### config.mk
export PLATFORM = sky130hd
export DESIGN_NAME = mem_read_streamer
export DESIGN_NICKNAME = d
export VERILOG_FILES = /design/src/rtl/mlp_ctrl_pkg.sv /design/src/rtl/stream_fifo2.sv /design/src/rtl/mem_read_streamer.sv
export SDC_FILE = /design/constraint.sdc
export NUM_CORES = 1
export LEC_CHECK = 0
export ABC_CLOCK_PERIOD_IN_PS = 10850
export BUFFER_PORTS_ARGS = -buffer_cell sky130_fd_sc_hd__clkbuf_2
export CAP_MARGIN = 10
export CORE_MARGIN = 4
export CORE_UTILIZATION = 30
export DETAILED_ROUTE_END_ITERATION = 12
export SETUP_SLACK_MARGIN = 0.05
export SYNTH_ARGS = -nofsm -noshare
export SYNTH_HDL_FRONTEND = slang
export SYNTH_SLANG_ARGS = --single-unit
### constraint.sdc
create_clock -name clk -period 10.85 [get_ports clk]
set_clock_uncertainty 0.05 [all_clocks]
set_input_delay 2.17 -clock clk [delete_from_list [all_inputs] [get_ports clk]]
set_output_delay 2.17 -clock clk [all_outputs]
set_load 0.05 [all_outputs]
### src/rtl/mlp_ctrl_pkg.sv
// Shared types and constants for the MLP control blocks.
package mlp_ctrl_pkg;

  typedef enum logic [1:0] {
    IDLE   = 2'd0,
    STREAM = 2'd1,
    DRAIN  = 2'd2
  } rd_state_e;

  localparam int RD_FIFO_DEPTH = 2;
  localparam int RD_FIFO_OCCW  = $clog2(RD_FIFO_DEPTH + 1);

endpackage

### src/rtl/stream_fifo2.sv
// Two-entry output FIFO holding read words plus their last flag.
module stream_fifo2
  import mlp_ctrl_pkg::*;
#(
  parameter int WIDTH = 129
) (
  input  logic                    clk,
  input  logic                    rst,
  input  logic                    push,
  input  logic [WIDTH-1:0]        push_data,
  input  logic                    pop,
  output logic [WIDTH-1:0]        head_data,
  output logic [RD_FIFO_OCCW-1:0] occupancy,
  output logic                    full,
  output logic                    empty
);

  logic [WIDTH-1:0]        mem_q [RD_FIFO_DEPTH];
  logic                    rd_ptr_q;
  logic                    wr_ptr_q;
  logic [RD_FIFO_OCCW-1:0] occ_q;
  logic                    do_push;
  logic                    do_pop;

  assign full      = (occ_q == RD_FIFO_OCCW'(RD_FIFO_DEPTH));
  assign empty     = (occ_q == '0);
  assign occupancy = occ_q;
  assign head_data = mem_q[rd_ptr_q];
  assign do_pop    = pop && !empty;
  assign do_push   = push && (!full || do_pop);

  // Storage, pointers and fill level; storage is cleared so the head reads zero after reset.
  always_ff @(posedge clk) begin
    if (rst) begin
      for (int i = 0; i < RD_FIFO_DEPTH; i++) begin
        mem_q[i] <= '0;
      end
      rd_ptr_q <= 1'b0;
      wr_ptr_q <= 1'b0;
      occ_q    <= '0;
    end else begin
      if (do_push) begin
        mem_q[wr_ptr_q] <= push_data;
        wr_ptr_q        <= ~wr_ptr_q;
      end
      if (do_pop) begin
        rd_ptr_q <= ~rd_ptr_q;
      end
      case ({do_push, do_pop})
        2'b10:   occ_q <= occ_q + 1'b1;
        2'b01:   occ_q <= occ_q - 1'b1;
        default: occ_q <= occ_q;
      endcase
    end
  end

endmodule

### src/rtl/mem_read_streamer.sv
// Walks a contiguous memory range and streams the words out with valid/ready and a last flag.
module mem_read_streamer
  import mlp_ctrl_pkg::*;
#(
  parameter int DATAW = 128,
  parameter int DEPTH = 64,
  parameter int ADDRW = $clog2(DEPTH)
) (
  input  logic             clk,
  input  logic             rst,
  input  logic             start,
  input  logic [ADDRW-1:0] base_addr,
  input  logic [ADDRW:0]   count,
  output logic             busy,
  output logic             done,
  output logic [ADDRW-1:0] raddr,
  input  logic [DATAW-1:0] rdata,
  output logic             out_valid,
  input  logic             out_ready,
  output logic [DATAW-1:0] out_data,
  output logic             out_last
);

  rd_state_e               state_q;
  rd_state_e               state_d;
  logic [ADDRW-1:0]        addr_q;
  logic [ADDRW:0]          remain_q;
  logic                    inflight_q;
  logic                    inflight_last_q;
  logic                    cmd_done_q;
  logic                    zero_done_q;

  logic                    accept;
  logic                    issue;
  logic                    issue_ok;
  logic                    pop;
  logic                    head_last;
  logic [RD_FIFO_OCCW-1:0] fifo_occ;
  logic [RD_FIFO_OCCW-1:0] credit_sum;
  logic                    fifo_full;
  logic                    fifo_empty;
  logic [DATAW:0]          head_entry;

  // A start is only taken while fully idle, including the cycle that reports done.
  assign accept     = start && (state_q == IDLE) && !cmd_done_q;
  assign busy       = (state_q != IDLE) || cmd_done_q;
  assign done       = cmd_done_q || zero_done_q;
  assign raddr      = addr_q;
  assign out_valid  = !fifo_empty;
  assign out_data   = head_entry[DATAW-1:0];
  assign head_last  = head_entry[DATAW];
  assign out_last   = out_valid && head_last;
  assign pop        = out_valid && out_ready;
  assign credit_sum = fifo_occ + RD_FIFO_OCCW'(inflight_q);

  // Next state plus issue decision; a read may only go out if its word is guaranteed a FIFO slot.
  always_comb begin
    state_d  = state_q;
    issue_ok = 1'b0;
    issue    = 1'b0;
    if (fifo_full) begin
      issue_ok = pop;
    end else begin
      issue_ok = (credit_sum < 2'd2) || ((credit_sum == 2'd2) && pop);
    end
    case (state_q)
      IDLE: begin
        if (accept && (count != '0)) begin
          state_d = STREAM;
        end
      end
      STREAM: begin
        issue = issue_ok;
        if (issue_ok && (remain_q == (ADDRW+1)'(1))) begin
          state_d = DRAIN;
        end
      end
      DRAIN: begin
        if (pop && head_last) begin
          state_d = IDLE;
        end
      end
      default: state_d = IDLE;
    endcase
  end

  // State register.
  always_ff @(posedge clk) begin
    if (rst) begin
      state_q <= IDLE;
    end else begin
      state_q <= state_d;
    end
  end

  // Address/remaining counters, in-flight tracking and done pulses.
  always_ff @(posedge clk) begin
    if (rst) begin
      addr_q          <= '0;
      remain_q        <= '0;
      inflight_q      <= 1'b0;
      inflight_last_q <= 1'b0;
      cmd_done_q      <= 1'b0;
      zero_done_q     <= 1'b0;
    end else begin
      if (accept && (count != '0)) begin
        addr_q   <= base_addr;
        remain_q <= count;
      end else if (issue) begin
        addr_q   <= (addr_q == ADDRW'(DEPTH - 1)) ? '0 : addr_q + 1'b1;
        remain_q <= remain_q - 1'b1;
      end
      inflight_q      <= issue;
      inflight_last_q <= issue && (remain_q == (ADDRW+1)'(1));
      cmd_done_q      <= (state_q == DRAIN) && pop && head_last;
      zero_done_q     <= accept && (count == '0);
    end
  end

  stream_fifo2 #(
    .WIDTH(DATAW + 1)
  ) u_fifo (
    .clk      (clk),
    .rst      (rst),
    .push     (inflight_q),
    .push_data({inflight_last_q, rdata}),
    .pop      (pop),
    .head_data(head_entry),
    .occupancy(fifo_occ),
    .full     (fifo_full),
    .empty    (fifo_empty)
  );

endmodule
==> impl_metrics.toml, run 1 <==
[grt]
grt_pass1_wl_um = 44500
grt-ovfl-total = 0
grt_pass1_vias = 8052
grt_max_degree = 88
gr-usage-all-layers_pct = 12.5
antenna_found_initial = 3

[clocking]
clockBufferDepth = 3
root_buffer = "clkbuf_16"
cts.clk_slew.worst_paths_ns = 0.06
numCtsBuffers = 31
clk_latency_ns = 0.56
cts_tree = "done"
post-cts-setup-buffers = 0
cts_hold_buf = 0
clock_sinks = 282
htree_num_levels = 1
cts-resized-gates = 0

[floorplan]
io_pins = 283
die_x_um = 210
core_mm2 = 0.0401
start_util_pct = 30.6
die_y_um = 210
rows = 73
die_area_mm2 = 0.0442

[yosys]
synth-async-reset-ratio_pct = 0
synth_nets = 988
synth_compound_area_share_pct = 2.28
avgSynthCellArea_um2 = 14.6
syn-instance-count = 839
yosys_register_bits = 282
synth-xor-area-share_pct = 0.214
synth-simple-area-share_pct = 16.3
synth_warnings = 0
synth_edf_count = 258
synth_top_family_by_area = "simple AND/OR/NAND/NOR gates"
synth_mux_area_share_pct = 12.0
netlist_area_mm2 = 0.0123
synthAdderAreaFrac_pct = 0.408
synth_flop_cell = "edfxtp_1"
synth.distinct_cells = 52
yosysSeqAreaShare_pct = 67.1

[cells_and_area]
fin_util_pct = 37.8
multi_input_area_mm2 = 0.00384
final_common_cell = "clkbuf_2"
drive_gt1_share_pct = 41.4
mostFrequentLayoutCells = "clkbuf_2 (282), and2_1 (259), edfxtp_1 (258), mux2_2 (128), clkbuf_16 (31)"
fillers = 3856
fin_nets = 1264
seqCellArea_mm2 = 0.00823
synthToLayoutAreaGrowth_pct = 23.7

[critical_path]
endpoint_kind = "primary output"
arrival_ns = 2.58
critPathLaunchType = "flop"
worstPathMaxFanout = 56
crit_required_ns = 8.63
criticalPathCategory = "reg -> out"

[timing]
grt_setup_unrepaired = "no"
period_share_pct = 44.3
hold_violations = 0
finalSetupViolations = 0
maxSlewViolCount = 0
tightest_slew_ns = 1.11
fin_ws_ns = 6.05
relSlewSlack_pct = 26.2
timing.fmax_mhz = 208
finalCriticalPeriod_ns = 4.80
fin_setup_tns_ns = 0

[routing]
routed_via_density = 4.55
detail_route.iter0.violations = 407
avgRoutedWirePerCell_um = 17.2
ant_nets = 0
drt-total-wl_um = 28600
drc = 0
vias = 7577
firstDrtPassIters = 6

[status]
status = "finished, final reports clean"

[power_and_ir_drop]
power_density_mw_per_mm2 = 175
ir_drop_v = 0.000134
power_mw = 2.66
leakagePower_nw = 6.17

[hold_path]
hold_path.class = "reg -> reg"

[placement]
portBuffers = 282
dp_hpwl_um = 17600
place.gp.congestion = 0.790
place_ws_ns = 5.68

[flow_run]
drv_cap = 0
==> cell usage after synthesis (all sizes together) (2+ instances only) <==
| master | n | area [um^2] |
|---|---|---|
| or2 | 2 | 12.5 |
| xor2 | 2 | 17.5 |
| or4 | 3 | 22.5 |
| a311oi | 6 | 58.8 |
| o311ai | 2 | 17.5 |
| o21ai | 3 | 15.0 |
| nor2 | 20 | 75.1 |
| inv | 4 | 15.0 |
| nand2 | 15 | 56.3 |
| mux2 | 129 | 1460 |
| a21oi | 6 | 30.0 |
| ha | 4 | 50.1 |
| nand2b | 3 | 18.8 |
| dfxtp | 24 | 480 |
| nor2b | 2 | 12.5 |
| clkbuf | 42 | 158 |
| a31oi | 5 | 31.3 |
| or3 | 6 | 37.5 |
| o21bai | 3 | 22.5 |
| buf | 7 | 43.8 |
| nand3 | 5 | 25.0 |
| a211oi | 3 | 22.5 |
| nor3 | 4 | 20.0 |
| and2 | 260 | 1630 |
| edfxtp | 258 | 7750 |
==> final cells by class <==
cell class / instances / area share, %
flip-flops and latches: 282 / 54.3
multi-input cells: 504 / 25.3
repair buffers: 292 / 9.80
clock buffers: 38 / 5.29
well taps: 525 / 4.33
clock inverters: 18 / 0.899
inverters: 4 / 0.0990
diodes: 1 / 0.0165
==> cells by family after synthesis <==
group	count (synthesis)
flip-flops	282
multiplexers	130
XOR/XNOR	3
AO/OA/AOI/OAI	37
adder cells (fa/ha/maj)	4
buffers and inverters	53
AND/OR/NAND/NOR	330
==> power by group <==
group,switching [mW],internal [mW]
clock,0.413,0.567
sequential,0.0221,1.25
combinational,0.293,0.114
total,0.728,1.93
==> per-layer routing <==
layer / wire length, um / vias to the layer above / part of all wire, % / track usage [%]
met4: 775 / 0 / 2.7 / 3.47
met2: 14200 / 221 / 50 / 21.7
met1: 12100 / 3738 / 42 / 16.0
li1: - / 3579 / - / -
met3: 1590 / 39 / 5.5 / 2.60
met5: 0 / - / 0 / 0
==> state kept, by name, indices dropped and copies added, names as in the netlist, named ones only <==
signal            cells
state_q               2
zero_done_q           1
inflight_last_q       1
u_fifo.occupancy      2
u_fifo.wr_ptr_q       1
u_fifo.mem_q        258
cmd_done_q            1
u_fifo.rd_ptr_q       1
raddr                 6
inflight_q            1
remain_q              7
==> critical path: stages, from the launching register on <==
cell      delay [ns]
dfxtp_4         0.55
buf_4           0.68
mux2i_1         0.17
nor2_1          0.27
clkbuf_2        0.34
==> stage by stage <==
step           cells  cell area [um^2]  hold WS (ns)
2_1_floorplan    839             12300         0.422
3_3_place_gp    1607             14200         0.440
3_5_place_dp    1607             14200         0.451
4_1_cts         1663             15200         0.471
5_1_grt         1664             15200         0.498
6_report        1664             15200         0.469
==> worst paths after layout <==
kind	start	endpoint	slack, ns	cells past startpoint
worst max-delay path	flop	out_last	6.05	4
worst min-delay path	u_fifo.rd_ptr_q	flop	0.47	2
worst max register to register	u_fifo.occupancy[0]	u_fifo.mem_q[1][48]	7.58	5
worst min register to register	u_fifo.rd_ptr_q	flop	0.47	2
(Power assumes the default switching activity.)
==> run 2: changes to the inputs <==
--- a/config.mk
+++ b/config.mk
@@ -5,7 +5,8 @@
 export SDC_FILE = /design/constraint.sdc
 export NUM_CORES = 1
 export LEC_CHECK = 0
-export ABC_CLOCK_PERIOD_IN_PS = 10850
+export ABC_AREA = 1
+export ABC_CLOCK_PERIOD_IN_PS = 4400
 export BUFFER_PORTS_ARGS = -buffer_cell sky130_fd_sc_hd__clkbuf_2
 export CAP_MARGIN = 10
 export CORE_MARGIN = 4
==> constraint.sdc (replaced) <==
create_clock -name clk -period 4.4 [get_ports clk]
set_clock_uncertainty 0.05 [all_clocks]
set_input_delay 0.88 -clock clk [delete_from_list [all_inputs] [get_ports clk]]
set_output_delay 0.88 -clock clk [all_outputs]
set_load 0.05 [all_outputs]
==> run 2 against run 1 <==
Compared with the run above:
- count of clock-buffer cells in the layout rose by 8
- first-iteration DRC count up 5.4%
- utilization increased by 0.088 points
- setup slack worse by 4.9 ns
- area after synthesis rose by 1.5%
- non-clock buffer count up 2
- hold slack worse by 0.072 ns
- die area up 1.4%
- flip-flop and latch count stayed put
- largest power group unchanged
==> impl_metrics.toml, run 2 <==
[status]
status = "finished, final reports clean"

[routing]
firstDrtPassIters = 5
wl_met2_um = 13900
top_layer_used = "met5"
vias = 8138
avgRoutedWirePerCell_um = 15.5
dr_wl_met3_um = 2070
drc = 0
routed_via_density = 4.33
wl_met1_um = 12500
drt-total-wl_um = 29000
ant_nets = 0
detail_route.iter0.violations = 429

[critical_path]
crit_required_ns = 3.47
cp_num_buf_inv = 3
rr_startpoint = "u_fifo.occupancy[0]"
endpoint_kind = "primary output"
worstPathMaxFanout = 46
arrival_ns = 2.37
cpPeakStageDelay_ns = 0.77
criticalPathCategory = "reg -> out"
critPathTopFamily = "flip-flops"
path_cells = "buf_12 -> o21a_1 -> inv_1 -> nor2_1 -> clkbuf_2"
critPathLaunchType = "flop"
r2r-end = "u_fifo.mem_q[0][0]"
r2r_cells = 7
ff2ff_setup_slack_ns = 2.17
slowest_stage = "dfxtp_4"

[floorplan]
core_mm2 = 0.0409
die_x_um = 212
die_y_um = 212
io_pins = 283
rows = 74
start_util_pct = 30.4
die_area_mm2 = 0.0448

[cells_and_area]
fin_util_pct = 37.9
synthToLayoutAreaGrowth_pct = 24.7
mostFrequentLayoutCells = "clkbuf_2 (282), nor2_1 (281), edfxtp_1 (258), inv_1 (158), mux2_2 (128)"
antenna_cells = 0
fin_nets = 1470
drive_gt1_share_pct = 37.3
largest_reg_flops = 258
top_register = "u_fifo.mem_q"
final_common_cell = "clkbuf_2"

[clocking]
cts-resized-gates = 0
clockBufferDepth = 3
cts_tree = "done"
clock_sinks = 282
cts_hold_buf = 0
root_buffer = "clkbuf_16"
cts.clk_slew.worst_paths_ns = 0.05
htree_num_levels = 2
clk_latency_ns = 0.52
post-cts-setup-buffers = 0
numCtsBuffers = 34

[grt]
grt-ovfl-total = 0
grt_pass1_wl_um = 44500
gr-usage-all-layers_pct = 12.6
antenna_found_initial = 2
grt_max_degree = 131
grt_pass1_vias = 8484

[power_and_ir_drop]
sequentialPowerShare_pct = 44.2
ir_drop_v = 0.000272
internal_power_mw = 5.16
power_density_mw_per_mm2 = 456
power.share.clock_pct = 40.4
switching_share_pct = 27.1
power_mw = 7.08
p_comb_share_pct = 15.4
leakagePower_nw = 6.98
netSwitchingPower_mw = 1.92

[timing]
relSlewSlack_pct = 38.7
finalCriticalPeriod_ns = 3.30
maxSlewViolCount = 0
finalSetupViolations = 0
hold_ws_ns = 0.398
grt_setup_unrepaired = "no"
fin_ws_ns = 1.10
timing.fmax_mhz = 303
tightest_slew_ns = 0.919
fin_setup_tns_ns = 0
period_share_pct = 74.9
hold_violations = 0

[flow_run]
drv_cap = 0

[yosys]
syn-instance-count = 1037
synth_mux_area_share_pct = 11.6
synth_warnings = 0
synth_top_area_cell = "edfxtp_1"
synth_flop_cell = "edfxtp_1"
yosys.area.top_type_share_pct = 62.2
yosys_register_bits = 282
synth_compound_area_share_pct = 1.38
avgSynthCellArea_um2 = 12.0
yosysMostFrequentCell = "nor2_1"
yosysSeqAreaShare_pct = 66.1
synth-xor-area-share_pct = 0.352
synth_area_leaders = "edfxtp_1 (62%), mux2_2 (12%), nor2_1 (8.5%), inv_1 (4.8%), dfxtp_1 (3.9%)"
synth_edf_count = 258
netlist_area_mm2 = 0.0124
synth.cells.most_frequent = "nor2_1 (281), edfxtp_1 (258), inv_1 (158)"
synth_nets = 1186
synthAdderAreaFrac_pct = 0.402
synth-async-reset-ratio_pct = 0
synth.distinct_cells = 34
synth_top_family_by_area = "simple AND/OR/NAND/NOR gates"
synth-simple-area-share_pct = 12.4

[placement]
place.gp.congestion = 0.791
portBuffers = 282
place_ws_ns = 1.42
dp_hpwl_um = 18200

[hold_path]
hold_path.class = "reg -> reg"
min_from = "u_fifo.rd_ptr_q"
min_delay_path_depth = 1
## run 2: cell count changes in the layout (fill, tap and decap cells not counted), sizes merged, moves of 10 or more
| cell | previous run | this run |
|---|---|---|
| o21ai | 3 | 13 |
| and2 | 260 | 0 |
| inv | 5 | 161 |
| nand2 | 15 | 60 |
| nor2 | 20 | 294 |
| nand3 | 5 | 16 |
## run 2: power by group through the flow
stage | Clock [mW] | Combinational, mW | Sequential, mW
final | 2.87 | 1.09 | 3.13
after global placement | 0 | 1.10 | 3.18
after global routing | 3.06 | 1.17 | 3.15
after detailed placement | 0 | 1.10 | 3.19
after CTS | 2.95 | 1.11 | 3.13
after floorplan | 0 | 0.807 | 3.19
## run 2: worst max-delay path by stage
stage	to	start	slack, ns	cells after the start
after floorplan	u_fifo.mem_q[1][0]	rst	0.95	5
after global placement	u_fifo.mem_q[0][17]	rst	1.45	5
after detailed placement	u_fifo.mem_q[0][35]	rst	1.42	5
after CTS	out_last	flop	1.02	5
after global routing	out_last	flop	0.96	5
final	out_last	flop	1.10	5
## run 2: through the flow
step           cell area (um^2)  cells
6_report                  15500   1879
5_1_grt                   15500   1879
4_1_cts                   15500   1879
3_5_place_dp              14400   1817
3_3_place_gp              14400   1817
2_1_floorplan             12500   1037
## run 2: layer usage
metal  up-vias  global-route usage [%]
met5         -                       0
met4         4                    3.27
met3        39                    3.75
met2       235                    20.9
met1      3886                    16.1
li1       3974                       -
## run 2: area by class of cell
cell class / count / area, um^2
sequential: 282 / 8230
inverter: 161 / 604
clock buffer: 46 / 970
multi-input combinational: 548 / 3300
fill: 4037 / 25400
timing repair buffer: 294 / 1560
clock inverter: 16 / 188
tap: 532 / 666
## run 2: cell families (layout without fill, tap and decap cells)
logic type	after synthesis	count (layout)
xor+xnor	5	5
flops	282	282
compound gates	30	30
simple gates	381	381
buf+inv	207	517
fa+ha+maj	4	4
mux	128	128
==> run 3: changes to the inputs <==
--- a/config.mk
+++ b/config.mk
@@ -6,7 +6,7 @@
 export NUM_CORES = 1
 export LEC_CHECK = 0
 export ABC_AREA = 1
-export ABC_CLOCK_PERIOD_IN_PS = 4400
+export ABC_CLOCK_PERIOD_IN_PS = 3090
 export BUFFER_PORTS_ARGS = -buffer_cell sky130_fd_sc_hd__clkbuf_2
 export CAP_MARGIN = 10
 export CORE_MARGIN = 4
==> constraint.sdc (replaced) <==
create_clock -name clk -period 3.09 [get_ports clk]
set_clock_uncertainty 0.05 [all_clocks]
set_input_delay 0.618 -clock clk [delete_from_list [all_inputs] [get_ports clk]]
set_output_delay 0.618 -clock clk [all_outputs]
set_load 0.05 [all_outputs]
==> run 3 against run 2 <==
Compared with the run above:
- routed wire length up 0.82%
- combinational power up 46%
- highest routed layer unchanged
- hold slack worse by 0.068 ns
- critical path type unchanged
- sequential share of layout area up 0.37 points
==> impl_metrics.toml, run 3 (synthesized netlist as in run 2, its figures left out) <==
[timing]
relSlewSlack_pct = 43.6
grt_setup_unrepaired = "no"
tightest_slew_ns = 0.846
finalCriticalPeriod_ns = 2.85
finalSetupViolations = 0
hold_ws_ns = 0.330
fin_setup_tns_ns = 0
maxSlewViolCount = 0
hold_violations = 0
period_share_pct = 92.2
fin_ws_ns = 0.241
timing.fmax_mhz = 351

[power_and_ir_drop]
internal_power_mw = 6.73
sequentialPowerShare_pct = 47.4
ir_drop_v = 0.000323
power_density_mw_per_mm2 = 609
leakagePower_nw = 6.93
switching_share_pct = 28.3
netSwitchingPower_mw = 2.65
p_comb_share_pct = 17.0
power_mw = 9.38
power.share.clock_pct = 35.6

[floorplan]
io_pins = 283
core_mm2 = 0.0409
die_y_um = 212
rows = 74
start_util_pct = 30.4
die_x_um = 212
die_area_mm2 = 0.0448

[clocking]
cts.clk_slew.worst_paths_ns = 0.06
clockBufferDepth = 3
cts_tree = "done"
cts-resized-gates = 0
cts_hold_buf = 0
root_buffer = "clkbuf_16"
clk_latency_ns = 0.55
numCtsBuffers = 31
clock_sinks = 282
post-cts-setup-buffers = 0
htree_num_levels = 1

[cells_and_area]
final_common_cell = "clkbuf_2"
fillers = 4072
mostFrequentLayoutCells = "clkbuf_2 (282), nor2_1 (281), edfxtp_1 (258), inv_1 (158), mux2_2 (128)"
largest_reg_flops = 258
fin_nets = 1473
synthToLayoutAreaGrowth_pct = 23.8
top_register = "u_fifo.mem_q"
fin_area_mm2 = 0.0154
instances_no_fill = 1877
drive_gt1_share_pct = 37.0
fin_util_pct = 37.7
antenna_cells = 0

[routing]
vias = 8199
drt-total-wl_um = 29300
routed_via_density = 4.37
ant_nets = 0
avgRoutedWirePerCell_um = 15.6
firstDrtPassIters = 6
detail_route.iter0.violations = 512
drc = 0

[placement]
portBuffers = 282
dp_hpwl_um = 19000
place_inst = 1823
place_area_mm2 = 0.0145
place_ws_ns = 0.655
place.gp.congestion = 0.793

[critical_path]
arrival_ns = 2.18
path_cells = "buf_12 -> o21a_1 -> inv_1 -> nor2_1 -> clkbuf_2"
worstPathMaxFanout = 32
cp_num_buf_inv = 3
cpPeakStageDelay_ns = 0.59
critPathTopFamily = "buffers and inverters"
slowest_stage = "dfxtp_4"
crit_required_ns = 2.42
criticalPathCategory = "reg -> out"
critPathLaunchType = "flop"
endpoint_kind = "primary output"

[grt]
grt_pass1_wl_um = 45200
grt_pass1_vias = 8384
grt-ovfl-total = 0
gr-usage-all-layers_pct = 12.5
antenna_found_initial = 1
grt_max_degree = 131

[flow_run]
drv_cap = 0

[hold_path]
hold_path.class = "in -> reg"

[status]
status = "finished, final reports clean"
[run 3: changes by cell type in the layout (fill, tap and decap cells not counted), moves of 3 or more]
cell | previous run | this run
clkinv_1 | 5 | 9
buf_12 | 5 | 13
bufinv_16 | 4 | 1
clkbuf_16 | 37 | 31
[run 3: worst min-delay path, cell delays in order]
cell      delay, ns
clkbuf_2       0.07
inv_1          0.05
nor2_2         0.08
[run 3: final timing paths]
check / start / depth (start not counted) / end / slack, ns
worst min-delay path: rdata[123] / 3 / u_fifo.mem_q[0][123] / 0.33
worst max-delay path: flop / 5 / out_last / 0.24
worst min register to register: u_fifo.rd_ptr_q / 1 / flop / 0.39
worst max register to register: u_fifo.occupancy[0] / 7 / u_fifo.mem_q[0][85] / 1.04
[run 3: final cells by class]
cell class	count	area [um^2]	share of cell area, %
flip-flops and latches	282	8230	53.4
multi-input cells	548	3300	21.4
repair buffers	300	1710	11.1
clock buffers	37	798	5.18
well taps	532	666	4.32
inverters	161	604	3.92
clock inverters	17	105	0.682
[run 3: power groups by stage]
stage          sequential [mW]  clock, mW  combinational, mW
6_report                  4.45       3.34               1.59
5_1_grt                   4.47       3.63               1.71
4_1_cts                   4.45       3.46               1.62
3_5_place_dp              4.53          0               1.61
3_3_place_gp              4.52          0               1.61
2_1_floorplan             4.53          0               1.15
[run 3: layer usage]
| layer | vias up | GRT usage [%] | wire length, um |
|---|---|---|---|
| met5 | - | 0 | 13 |
| met4 | 2 | 2.84 | 509 |
| met3 | 45 | 2.45 | 1880 |
| met2 | 248 | 21.1 | 14200 |
| met1 | 3927 | 16.8 | 12700 |
| li1 | 3977 | - | - |
